`config.mk`:
```
export PLATFORM = sky130hd
export DESIGN_NAME = print_tx_flat
export DESIGN_NICKNAME = d
export VERILOG_FILES = /design/src/rtl/print_tx_if.sv /design/src/rtl/print_tx.sv /design/src/flat_wrapper.sv
export SDC_FILE = /design/constraint.sdc
export NUM_CORES = 1
export LEC_CHECK = 0
export CORE_MARGIN = 5
export CORE_UTILIZATION = 61
export DETAILED_ROUTE_END_ITERATION = 16
export PLACE_DENSITY = 0.84
export SLEW_MARGIN = 20
export SYNTH_ARGS = -nofsm -noshare
export SYNTH_HDL_FRONTEND = slang
export SYNTH_SLANG_ARGS = --single-unit
```
`constraint.sdc`:
```
create_clock -name clk -period 6.65 [get_ports clk]
set_input_delay 0.9975 -clock clk [delete_from_list [all_inputs] [get_ports clk]]
set_output_delay 0.9975 -clock clk [all_outputs]
set_load 0.02 [all_outputs]
```
`src/rtl/print_tx_if.sv`:
```
// Bundles the per-core PRINT inputs and the serial/status outputs of print_tx.
// The cores (or a testbench) drive through the master modport.
// print_tx itself connects through the slave modport.
interface print_tx_if #(
    parameter int NCORES = 4
);
    logic [NCORES*16-1:0] print_bus;
    logic [NCORES-1:0]    print_valid;
    logic [NCORES-1:0]    print_busy;
    logic [NCORES-1:0]    overrun;
    logic                 uart_tx;
    logic                 tx_active;

    modport master (
        output print_bus, print_valid,
        input  print_busy, overrun, uart_tx, tx_active
    );

    modport slave (
        input  print_bus, print_valid,
        output print_busy, overrun, uart_tx, tx_active
    );
endinterface

```
`src/rtl/print_tx.sv`:
```
// print_tx: gathers PRINT values from NCORES cores into per-core slots.
// A round-robin arbiter drains the slots into a shared FIFO, one per cycle.
// The low byte of each FIFO entry is sent as an 8N1 UART frame.
module print_tx #(
    parameter int NCORES       = 4,
    parameter int CLKS_PER_BIT = 434,
    parameter int FIFO_DEPTH   = 16
) (
    input  logic      clk,
    input  logic      rst,
    print_tx_if.slave io
);
    localparam int IDX_W  = (NCORES > 1) ? $clog2(NCORES) : 1;
    localparam int ADDR_W = $clog2(FIFO_DEPTH);
    localparam int BAUD_W = $clog2(CLKS_PER_BIT);

    typedef enum logic [1:0] {IDLE, START, DATA, STOP} tx_state_t;

    // Per-core slots and arbitration
    logic [15:0]       slot_data [NCORES];
    logic [NCORES-1:0] slot_full;
    logic [NCORES-1:0] overrun_q;
    logic [IDX_W-1:0]  rr_ptr;
    logic              grant_valid;
    logic [IDX_W-1:0]  grant_idx;
    logic [IDX_W:0]    cand;

    // Shared FIFO
    logic [15:0]       fifo_mem [FIFO_DEPTH];
    logic [ADDR_W:0]   wr_ptr;
    logic [ADDR_W:0]   rd_ptr;
    logic              fifo_full;
    logic              fifo_empty;
    logic              push;
    logic              pop;

    // Transmitter
    tx_state_t         state;
    tx_state_t         state_d;
    logic [BAUD_W-1:0] baud_cnt;
    logic [BAUD_W-1:0] baud_d;
    logic [2:0]        bit_idx;
    logic [2:0]        bit_d;
    logic [7:0]        shift;
    logic [7:0]        shift_d;
    logic              uart_q;
    logic              uart_d;
    logic              baud_done;

    // Pick the first full slot at or after rr_ptr, wrapping, while the FIFO has room.
    always_comb begin
        // NOTE: every output of this block gets a default first so no path leaves it unassigned (no latch).
        grant_valid = 1'b0;
        grant_idx   = '0;
        cand        = '0;
        for (int k = 0; k < NCORES; k++) begin
            cand = {1'b0, rr_ptr} + (IDX_W+1)'(k);
            if (cand >= (IDX_W+1)'(NCORES)) begin
                cand = cand - (IDX_W+1)'(NCORES);
            end
            if (!grant_valid && !fifo_full && slot_full[cand[IDX_W-1:0]]) begin
                grant_valid = 1'b1;
                grant_idx   = cand[IDX_W-1:0];
            end
        end
    end

    // Track slot occupancy, sticky overruns and the round-robin pointer.
    always_ff @(posedge clk) begin
        if (rst) begin
            slot_full <= '0;
            overrun_q <= '0;
            rr_ptr    <= '0;
        end else begin
            // NOTE: non-blocking, so every test of slot_full here sees the value from before this edge;
            // a slot granted on this edge therefore still counts as full for an incoming PRINT.
            for (int i = 0; i < NCORES; i++) begin
                if (io.print_valid[i]) begin
                    if (slot_full[i]) begin
                        overrun_q[i] <= 1'b1;
                    end else begin
                        slot_full[i] <= 1'b1;
                    end
                end
            end
            if (grant_valid) begin
                slot_full[grant_idx] <= 1'b0;
                rr_ptr <= (grant_idx == IDX_W'(NCORES - 1)) ? '0 : grant_idx + 1'b1;
            end
        end
    end

    // Capture the PRINT value into an empty slot.
    always_ff @(posedge clk) begin
        // NOTE: payload storage has no reset; slot_full (and the FIFO pointers below) say what is valid.
        for (int i = 0; i < NCORES; i++) begin
            if (io.print_valid[i] && !slot_full[i]) begin
                slot_data[i] <= io.print_bus[i*16 +: 16];
            end
        end
    end

    assign fifo_empty = (wr_ptr == rd_ptr);
    assign fifo_full  = (wr_ptr[ADDR_W] != rd_ptr[ADDR_W]) &&
                        (wr_ptr[ADDR_W-1:0] == rd_ptr[ADDR_W-1:0]);
    assign push       = grant_valid;
    assign pop        = (state == IDLE) && !fifo_empty;

    // Advance the FIFO pointers; the extra MSB separates full from empty.
    always_ff @(posedge clk) begin
        if (rst) begin
            wr_ptr <= '0;
            rd_ptr <= '0;
        end else begin
            if (push) begin
                wr_ptr <= wr_ptr + 1'b1;
            end
            if (pop) begin
                rd_ptr <= rd_ptr + 1'b1;
            end
        end
    end

    // Write the granted slot's value into the FIFO.
    always_ff @(posedge clk) begin
        if (push) begin
            fifo_mem[wr_ptr[ADDR_W-1:0]] <= slot_data[grant_idx];
        end
    end

    assign baud_done = (baud_cnt == BAUD_W'(CLKS_PER_BIT - 1));

    // Frame sequencing: next state, baud/bit counters, shifter and next line level.
    always_comb begin
        state_d = state;
        baud_d  = baud_cnt;
        bit_d   = bit_idx;
        shift_d = shift;
        uart_d  = 1'b1;
        case (state)
            IDLE: begin
                if (!fifo_empty) begin
                    state_d = START;
                    shift_d = fifo_mem[rd_ptr[ADDR_W-1:0]][7:0];
                    bit_d   = '0;
                    baud_d  = '0;
                end
            end
            START: begin
                if (baud_done) begin
                    baud_d  = '0;
                    state_d = DATA;
                end else begin
                    baud_d = baud_cnt + 1'b1;
                end
            end
            DATA: begin
                if (baud_done) begin
                    baud_d = '0;
                    if (bit_idx == 3'd7) begin
                        state_d = STOP;
                    end else begin
                        shift_d = {1'b0, shift[7:1]};
                        bit_d   = bit_idx + 3'd1;
                    end
                end else begin
                    baud_d = baud_cnt + 1'b1;
                end
            end
            STOP: begin
                if (baud_done) begin
                    baud_d  = '0;
                    state_d = IDLE;
                end else begin
                    baud_d = baud_cnt + 1'b1;
                end
            end
            default: state_d = IDLE;
        endcase
        case (state_d)
            START:   uart_d = 1'b0;
            DATA:    uart_d = shift_d[0];
            default: uart_d = 1'b1;
        endcase
    end

    // Transmitter registers; the line level is registered so uart_tx is glitch-free.
    always_ff @(posedge clk) begin
        if (rst) begin
            state    <= IDLE;
            baud_cnt <= '0;
            bit_idx  <= '0;
            shift    <= '0;
            uart_q   <= 1'b1;
        end else begin
            state    <= state_d;
            baud_cnt <= baud_d;
            bit_idx  <= bit_d;
            shift    <= shift_d;
            uart_q   <= uart_d;
        end
    end

    assign io.print_busy = slot_full;
    assign io.overrun    = overrun_q;
    assign io.uart_tx    = uart_q;
    assign io.tx_active  = (state != IDLE);

endmodule
```
`src/flat_wrapper.sv`:
```
// flat-port wrapper written by rule: the top's interface ports become plain ports
module print_tx_flat 
#(
    parameter int NCORES       = 4,
    parameter int CLKS_PER_BIT = 434,
    parameter int FIFO_DEPTH   = 16
)
  (clk, rst, io_print_bus, io_print_valid, io_print_busy, io_overrun, io_uart_tx, io_tx_active);
  print_tx_if #(.NCORES(NCORES)) io_i ();
  input  logic clk;
  input  logic rst;
  input wire logic [$bits(io_i.print_bus)-1:0] io_print_bus;
  input wire logic [$bits(io_i.print_valid)-1:0] io_print_valid;
  output wire logic [$bits(io_i.print_busy)-1:0] io_print_busy;
  output wire logic [$bits(io_i.overrun)-1:0] io_overrun;
  output wire logic [$bits(io_i.uart_tx)-1:0] io_uart_tx;
  output wire logic [$bits(io_i.tx_active)-1:0] io_tx_active;
  assign io_i.print_bus = io_print_bus;
  assign io_i.print_valid = io_print_valid;
  assign io_print_busy = io_i.print_busy;
  assign io_overrun = io_i.overrun;
  assign io_uart_tx = io_i.uart_tx;
  assign io_tx_active = io_i.tx_active;
  print_tx #(.NCORES(NCORES), .CLKS_PER_BIT(CLKS_PER_BIT), .FIFO_DEPTH(FIFO_DEPTH)) u_core (.clk(clk), .rst(rst), .io(io_i));
endmodule
```
After elaboration in Yosys (flattened, before gate mapping) --
Memories as Yosys holds them, arrays and structs flattened. A register that Yosys moved wholly into a read port is not among the register bits. Index checks and enable logic that the tools add are counted.
Storage, ports and cells: flip-flop bits (word level) 43, memory bits (writable) 320, bits of input ports 70, memories 2
Cells by class: $add $sub $neg 12, magnitude comparators 10, equal/unequal tests 14, mux-type cells 62, bitwise logic cells 2, reductions and logical operators 32
Memory list:
- u_core.fifo_mem | depth 16, width 16, read ports 1, clocked after memory_dff 1, write ports 1, line print_tx.sv:29 | logic [15:0] fifo_mem [FIFO_DEPTH];
- u_core.slot_data | depth 4, width 16, read ports 1, clocked after memory_dff 0, write ports 4, line print_tx.sv:20 | logic [15:0] slot_data [NCORES];
Operator list (number):
- 2-bit 2-to-1 mux | 14
- 1-bit 2-to-1 mux | 27
- 8-bit 2-to-1 mux | 3
- 9-bit 2-to-1 mux | 2
- 9-bit case mux with 2 select lines | 1
- 8-bit case mux with 2 select lines | 1
- 2-bit by 3-bit less-than comparator with 1-bit output, second input constant | 5
- 1-bit logical AND | 14
- 4-bit 2-to-1 mux | 3
- 5-bit by 1-bit adder with 5-bit output, second input constant | 2
- 9-bit by 1-bit adder with 9-bit output, second input constant | 1
- 9-bit equality test, second input constant | 1
- 3-bit greater-or-equal comparator, second input constant | 3
- 1-bit logical NOT | 9
- 3-bit 2-to-1 mux | 3
- 1-bit binary-select mux with 2-bit select | 4
- 2-bit equality test, second input constant | 4
- 2-bit case mux with 4 select lines | 1
- 2-bit AND reduction | 4
- 2-bit by 1-bit subtractor with 2-bit output, second input constant | 4
- 2-bit by 2-bit adder with 3-bit output, second input constant | 2
- 3-bit case mux with 2 select lines | 1
- 5-bit equality test | 1
- 4-bit bitwise AND | 1
- 18 further kinds | 21

Longest topological paths before layout --
Gate-level depths: netlist of run 1.
word-level depth 25, gate-level depth with buffers 10, depth with buffers taken out 8

Worst setup path before layout of run 1 --
Ideal clock, no wire load.
path type register -> register, from reg u_core.slot_full[2] (netlist: u_core.io.print_busy[2]), to mem u_core.fifo_mem[0][0], data pin, setup time 0.296 ns, arrival time 2.301 ns, required time 6.354 ns, setup slack 4.053 ns, cell stages (with the launch flop) 10, buffers on the path 3, cells stage by stage dfxtp_1 > clkbuf_1 > nor3b_1 > o21ai_0 > o211ai_1 > a211oi_1 > buf_4 > buf_4 > mux2i_1 > mux2i_1
Between the ends: longest elaborated chain between the ends 17, elaborated cells between the ends (all ways) 26, those cells by class mux: 15; reduce/logical: 10; memory: 1
RTL lines:
- start: declaration | line print_tx.sv:21 | logic [NCORES-1:0] slot_full;
- start signal: assignment | line print_tx.sv:71 | slot_full <= '0;
- start signal: indexed assignment | line print_tx.sv:82 | slot_full[i] <= 1'b1;
- start signal: indexed assignment | line print_tx.sv:87 | slot_full[grant_idx] <= 1'b0;
- 1-bit binary-select mux with 2-bit select | line print_tx.sv:61 | if (!grant_valid && !fifo_full && slot_full[cand[IDX_W-1:0]]) begin
- 1-bit 2-to-1 mux (implied by the code) | line print_tx.sv:61
- 1-bit logical AND | line print_tx.sv:61
- 1-bit 2-to-1 mux | line print_tx.sv:61
- 1-bit logical NOT | line print_tx.sv:61
- 1-bit logical AND (2 in series) | line print_tx.sv:61
- 1-bit 2-to-1 mux | line print_tx.sv:61
- 1-bit logical NOT | line print_tx.sv:61
- 1-bit logical AND (2 in series) | line print_tx.sv:61
- 1-bit 2-to-1 mux | line print_tx.sv:61
- 1-bit logical NOT | line print_tx.sv:61
- 1-bit logical AND (2 in series) | line print_tx.sv:61
- 2-bit 2-to-1 mux * | line print_tx.sv:61
- memory read 4 x 16 bit *
- end: declaration | line print_tx.sv:29
Every way passes the cells marked *; elsewhere a longest branch is shown, timed or not. The select of a mux whose other input is x is not followed.

Worst setup path after layout of run 1 --
from reg u_core.wr_ptr[2], to mem u_core.fifo_mem[11][4], enable pin
Between the ends: longest elaborated chain between the ends 19
RTL lines:
- start: declaration | line print_tx.sv:30 | logic [ADDR_W:0] wr_ptr;
- start signal: assignment | line print_tx.sv:116 | wr_ptr <= wr_ptr + 1'b1;
- 4-bit equality test | line print_tx.sv:105 | (wr_ptr[ADDR_W-1:0] == rd_ptr[ADDR_W-1:0]);
- 1-bit logical AND | line print_tx.sv:104 | assign fifo_full = (wr_ptr[ADDR_W] != rd_ptr[ADDR_W]) &&
- 1-bit logical NOT | line print_tx.sv:61
- 1-bit logical AND | line print_tx.sv:61
- 1-bit 2-to-1 mux | line print_tx.sv:61
- 1-bit logical NOT | line print_tx.sv:61
- 1-bit logical AND (2 in series) | line print_tx.sv:61
- 1-bit 2-to-1 mux | line print_tx.sv:61
- 1-bit logical NOT | line print_tx.sv:61
- 1-bit logical AND (2 in series) | line print_tx.sv:61
- 1-bit 2-to-1 mux | line print_tx.sv:61
- 1-bit logical NOT | line print_tx.sv:61
- 1-bit logical AND (2 in series) | line print_tx.sv:61
- 1-bit 2-to-1 mux | line print_tx.sv:61
- 1-bit 2-to-1 mux | line print_tx.sv:126 | if (push) begin
- 1-bit 2-to-1 mux (implied by the code) | line print_tx.sv:127 | fifo_mem[wr_ptr[ADDR_W-1:0]] <= slot_data[grant_idx];
Several ways; a longest one is shown, not always the timed one.

==> results of run 1 <==
-- metrics by stage --
stage	instances	total power [mW]
final	768	4.23
after global routing	768	4.44
after CTS	766	4.21
after detailed placement	729	3.07
after global placement	729	2.99
after floorplan	520	2.74
-- final timing paths --
| path | endpoint |
|---|---|
| worst max-delay path | u_core.fifo_mem[11][4] |
| worst min-delay path | u_core.bit_idx[2] |
| worst max register to register | u_core.fifo_mem[11][4] |
| worst min register to register | u_core.bit_idx[2] |
-- cell families after synthesis --
| family | count (synthesis) | synth area share |
|---|---|---|
| flops | 207 | 0.678 |
| fa+ha+maj | 13 | 0.0192 |
| simple gates | 122 | 0.0731 |
| xor+xnor | 14 | 0.0145 |
| mux | 69 | 0.145 |
| compound gates | 57 | 0.0425 |
| buf+inv | 38 | 0.0273 |
-- sequential cells by signal, indices dropped and copies added (netlist names), named ones only --
register and cells:
u_core.state 2, u_core.baud_cnt 9, u_core.rr_ptr 2, u_core.fifo_mem 128, u_core.rd_ptr 5, u_core.bit_idx 3
u_core.shift 8, u_core.io.overrun 4, u_core.slot_data 32, u_core.io.uart_tx 1, u_core.wr_ptr 5, u_core.io.print_busy 4
-- Yosys cell counts, drive strengths merged (2+ instances only) --
library cell	instances	area (µm²)
xnor2	4	35.0
a211oi	7	52.6
dfxtp	47	941
a31oi	4	25.0
or2	2	12.5
a221oi	3	26.3
nand3b	2	15.0
nand4	4	25.0
nor2b	14	87.6
and3	5	31.3
o21ai	11	55.1
nor4	3	25.0
clkbuf	14	95.1
xor2	10	87.6
nand3	7	35.0
nand2b	4	25.0
ha	13	163
nor2	47	176
buf	11	87.6
or3	4	25.0
a21oi	22	110
inv	13	48.8
nor3	8	40.0
nand2	13	48.8
and2	2	13.8
nor3b	2	15.0
mux2i	29	290
edfxtp	160	4800
or3b	3	26.3
mux4	39	931
a221o	6	60.1
-- power by group --
part / total (mW) / switching (mW) / internal, mW / leakage (nW)
clock: 1.10 / 0.480 / 0.619 / 0.315
sequential: 1.89 / 0.124 / 1.77 / 1.85
combinational: 1.24 / 0.727 / 0.512 / 1.18
total: 4.23 / 1.33 / 2.90 / 3.34
-- worst max-delay path: stages, from the launching register on --
cell,delay [ns]
dfxtp_1,0.57
xor2_1,0.22
nor4_2,0.10
a21oi_1,0.92
nand2_1,0.32
nor2_1,0.81
-- layer usage --
layer / global-route usage / up-vias / part of all wire
met2: 0.383 / 198 / 0.52
met3: 0.0404 / 38 / 0.061
met4: 0.0612 / 0 / 0.024
met1: 0.283 / 2397 / 0.40
met5: 0 / - / 0
li1: - / 2125 / -
-- area by class of cell --
type / count / area [µm²] / share of cell area
flip-flops and latches: 207 / 5750 / 0.590
multi-input cells: 275 / 2540 / 0.261
clock buffers: 22 / 529 / 0.0543
well taps: 180 / 225 / 0.0231
clock inverters: 15 / 109 / 0.0112
repair buffers: 56 / 542 / 0.0556
inverters: 13 / 48.8 / 0.00501
-- cell usage in the layout (no fill, tap or decap), types with 5 or more instances in the layout --
cell type / n
edfxtp_1: 160
nor2_1: 47
clkdlybuf4s50_1: 47
dfxtp_1: 46
mux4_2: 25
a21oi_1: 22
mux2i_1: 21
clkbuf_16: 21
nor2b_1: 14
mux4_1: 14
nand2_1: 13
ha_1: 13
inv_1: 12
xor2_1: 10
o21ai_0: 10
nor3_1: 8
mux2i_2: 8
buf_4: 8
nand3_1: 7
clkinv_2: 7
a211oi_1: 6
a221o_1: 6
and3_1: 5
==> results.yml, run 1 <==
clock_network:
  ctsResizeCount: 0
  clk_latency_ns: 0.49
  cts_tree: "yes"
  cts_made_buffers: 21
  clk_path_buf_depth: 3
  numClockSinks: 207
  ctsHoldBuffers: 0
  path_clk_slew_ns: 0.06
  postCtsSetupRepairBufs: 0
  cts-root-buf: "clkbuf_16"
  htreeDepth: 1
timing:
  fmax_mhz: 300
  timing.final.ws_setup_ns: 3.32
  maxSlewHeadroom: 0.225
  fin_crit_ns: 3.33
  rsz0062_at_grt: "false"
  final.setup_skew_ns: 0.0106
  tightest_slew_ns: 1.16
  fin_setup_tns_ns: 0
  hold_viol: 0
  setup_viol: 0
  maxSlewViolCount: 0
  period_share: 0.501
  hold_ws_ns: 0.477
floorplanning:
  rows: 43
  die_w_um: 128
  ios: 80
  die_h_um: 128
  core_um2: 13800
  initial_utilization: 0.615
  die_area_um2: 16300
synthesis:
  synth_cells: 520
  avgSynthCellArea_um2: 16.3
  synth-edff-count: 160
  ys_seq_elements: 207
  synth_nets: 603
  netlist_area_um2: 8470
  async_reset_ff_frac: 0
  ys.warnings.count: 0
  synth_flop_cell: "edfxtp_1"
  yosysUniqueCellTypes: 49
  ys_seq_area_frac: 0.678
finish:
  fin_area_um2: 9740
  n_fill_cell: 873
  area_growth_syn_to_layout_pct: 14.9
  post-route-util: 0.707
  diodes: 0
  layout-drive-gt1-share: 0.146
  nets: 657
routing:
  vias: 4758
  drt_iter0_markers: 416
  drcViolationCount: 0
  vias_per_cell: 6.20
  avgRoutedWirePerCell_um: 22.6
  drt_pass1_iterations: 5
  ant_nets: 0
  totalWireLength_um: 17400
worst_setup_path:
  criticalPathCategory: "register to register"
  crit_start: "u_core.wr_ptr[2]"
  r2r-start: "u_core.wr_ptr[2]"
  r2r_slack_ns: 3.32
  cp-start-kind: "register"
  critPathMaxFanout: 13
  cp-end-kind: "register"
  worst_ep_arrival_time_ns: 3.44
  cp.required_ns: 6.76
  reg2reg_depth: 5
grt:
  grt_remaining_overflow: 0
  grt_pass1_wl_um: 27500
  antenna_found_initial: 0
  grt_pass1_vias: 5024
  grt_usage: 0.219
  grt_max_degree: 41
pwr:
  p_leak_nw: 3.34
  p_per_area_nw_per_um2: 434
  ir_worst_vdd_uv: 340
placement:
  hpwl_um: 10500
  io_buffer_count: 47
  gp_congestion: 0.780
  dpl_worst_slack_ns: 3.10
  place_area_um2: 9050
run_status:
  status: "finished clean"
worst_hold_path:
  hold_path.class: "register to register"
  min_from: "u_core.bit_idx[2]"
  hold_path_depth: 2
run:
  drv_cap: 0
No activity file was read; power rests on OpenSTA's default activity.
==> inputs of run 2 (changes only) <==
- CORE_UTILIZATION: 61 -> 51
- PLACE_DENSITY: 0.84 -> 0.75
- clock period: 6.65 -> 3 ns (I/O delays scaled with it)
==> results.yml, run 2 (same netlist as run 1, synthesis figures left out) <==
finish:
  diodes: 0
  final_cell_mix: "edfxtp_1, nor2_1, clkdlybuf4s50_1"
  area_growth_syn_to_layout_pct: 18.8
  largest_reg_flops: 128
  final_common_cell: "edfxtp_1"
  n_fill_cell: 1232
  nets: 687
  post-route-util: 0.612
  fin_area_um2: 10100
  layout-drive-gt1-share: 0.186
routing:
  drt_pass1_iterations: 4
  ant_nets: 0
  vias: 4656
  vias_per_cell: 5.55
  drcViolationCount: 0
  drt_iter0_markers: 298
  totalWireLength_um: 16100
  avgRoutedWirePerCell_um: 19.2
floorplanning:
  rows: 47
  die_h_um: 139
  core_um2: 16500
  die_area_um2: 19300
  ios: 80
  initial_utilization: 0.515
  die_w_um: 139
timing:
  timing.final.ws_setup_ns: 0.305
  rsz0062_at_grt: "false"
  maxSlewHeadroom: 0.383
  fmax_mhz: 371
  setup_viol: 0
  hold_ws_ns: 0.472
  period_share: 0.898
  tightest_slew_ns: 0.922
  final.setup_skew_ns: 0.00696
  hold_viol: 0
  maxSlewViolCount: 0
  fin_crit_ns: 2.69
clock_network:
  cts-root-buf: "clkbuf_16"
  ctsHoldBuffers: 0
  clk_latency_ns: 0.49
  numClockSinks: 207
  cts_tree: "yes"
  clk_path_buf_depth: 3
  cts_made_buffers: 21
  htreeDepth: 1
  path_clk_slew_ns: 0.06
grt:
  grtUsageMet3: 0.0307
  grt-busiest-layer: "met2"
  grt_use_met1: 0.223
  grt_remaining_overflow: 0
  antenna_found_initial: 0
  grt_pass1_vias: 4878
  grt_usage: 0.168
  grt_max_degree: 40
  grt_pass1_wl_um: 26200
  grtUsageMet2: 0.295
worst_setup_path:
  r2r-start: "u_core.wr_ptr[4]"
  cp-start-kind: "register"
  critical-path-top-delay-family: "buffers and inverters"
  critPathMaxFanout: 16
  critical-path-max-stage-delay_ns: 0.58
  worst_ep_arrival_time_ns: 2.89
  criticalPathCategory: "register to register"
  slowest_stage: "mux2i_2"
  reg2reg_depth: 8
  r2r_end: "u_core.fifo_mem[10][1]"
  worstPathCellList: "xnor2_1, inv_1, and2_1, buf_4, nor3_1, inv_2, buf_4, mux2i_2"
  cp_common_cell: "buf_4"
  r2r_slack_ns: 0.31
  cp-end-kind: "register"
  cp.required_ns: 3.20
  crit_buf_inv: 4
worst_hold_path:
  hold_path.class: "register to register"
  min_from: "u_core.io.overrun[1]"
  hold_path_depth: 2
  whs_endpoint: "u_core.io.overrun[1]"
run_status:
  status: "finished clean"
placement:
  dpl_worst_slack_ns: -0.491
  gp_congestion: 0.765
  io_buffer_count: 47
  place_area_um2: 9350
  hpwl_um: 10900
pwr:
  p_leak_nw: 3.51
  ir_worst_vdd_uv: 633
  p_per_area_nw_per_um2: 958
run:
  drv_cap: 0
## run 2: power breakdown
group	total, mW	internal, mW	leakage (nW)	switching [mW]
Combinational	3.00	1.33	1.34	1.67
Clock	2.54	1.48	0.325	1.05
Sequential	4.11	3.92	1.85	0.186
Total	9.64	6.74	3.51	2.91
## run 2: worst max path at each step
stage,endpoint,slack [ns],start,depth (start not counted)
6_report,u_core.fifo_mem[10][1],0.31,u_core.wr_ptr[4],8
2_1_floorplan,u_core.fifo_mem[0][0],0.40,u_core.io.print_busy[2],9
5_1_grt,u_core.fifo_mem[2][1],0.10,u_core.wr_ptr[4],8
4_1_cts,u_core.fifo_mem[7][1],0.30,u_core.wr_ptr[4],8
3_3_place_gp,u_core.fifo_mem[0][0],-0.15,u_core.io.print_busy[3],7
3_5_place_dp,u_core.fifo_mem[7][3],-0.49,u_core.io.print_busy[3],6
## run 2: stage by stage
step	setup TNS, ns	total power, mW	std cells
finish	0	9.64	839
global route	0	10.1	839
CTS	0	9.72	839
detailed placement	-51.72	7.09	800
global placement	-13.01	6.90	800
floorplan	0	6.08	520
## run 2: worst min-delay path, stage by stage (launching register included)
cell,delay [ns]
dfxtp_1,0.33
a21oi_1,0.04
nor2_1,0.07
## run 2: final cells by class
class | count | area (µm²) | share of cell area
sequential | 207 | 5750 | 0.571
multi-input combinational | 275 | 2540 | 0.252
timing repair buffer | 86 | 788 | 0.0783
clock buffer | 31 | 603 | 0.0599
tap | 220 | 275 | 0.0273
clock inverter | 7 | 68.8 | 0.00683
inverter | 13 | 48.8 | 0.00485
## run 2: timing repair
action,CTS,global route
gates resized for setup,8,0
endpoints found under the hold margin,0,0
endpoints found under the setup margin,128,0
buffers inserted,1,0
## run 2: metal layers
metal	wire length [µm]	vias to the layer above
met5	0	-
met3	802	22
met4	245	0
li1	-	2187
met2	8180	125
met1	6860	2322
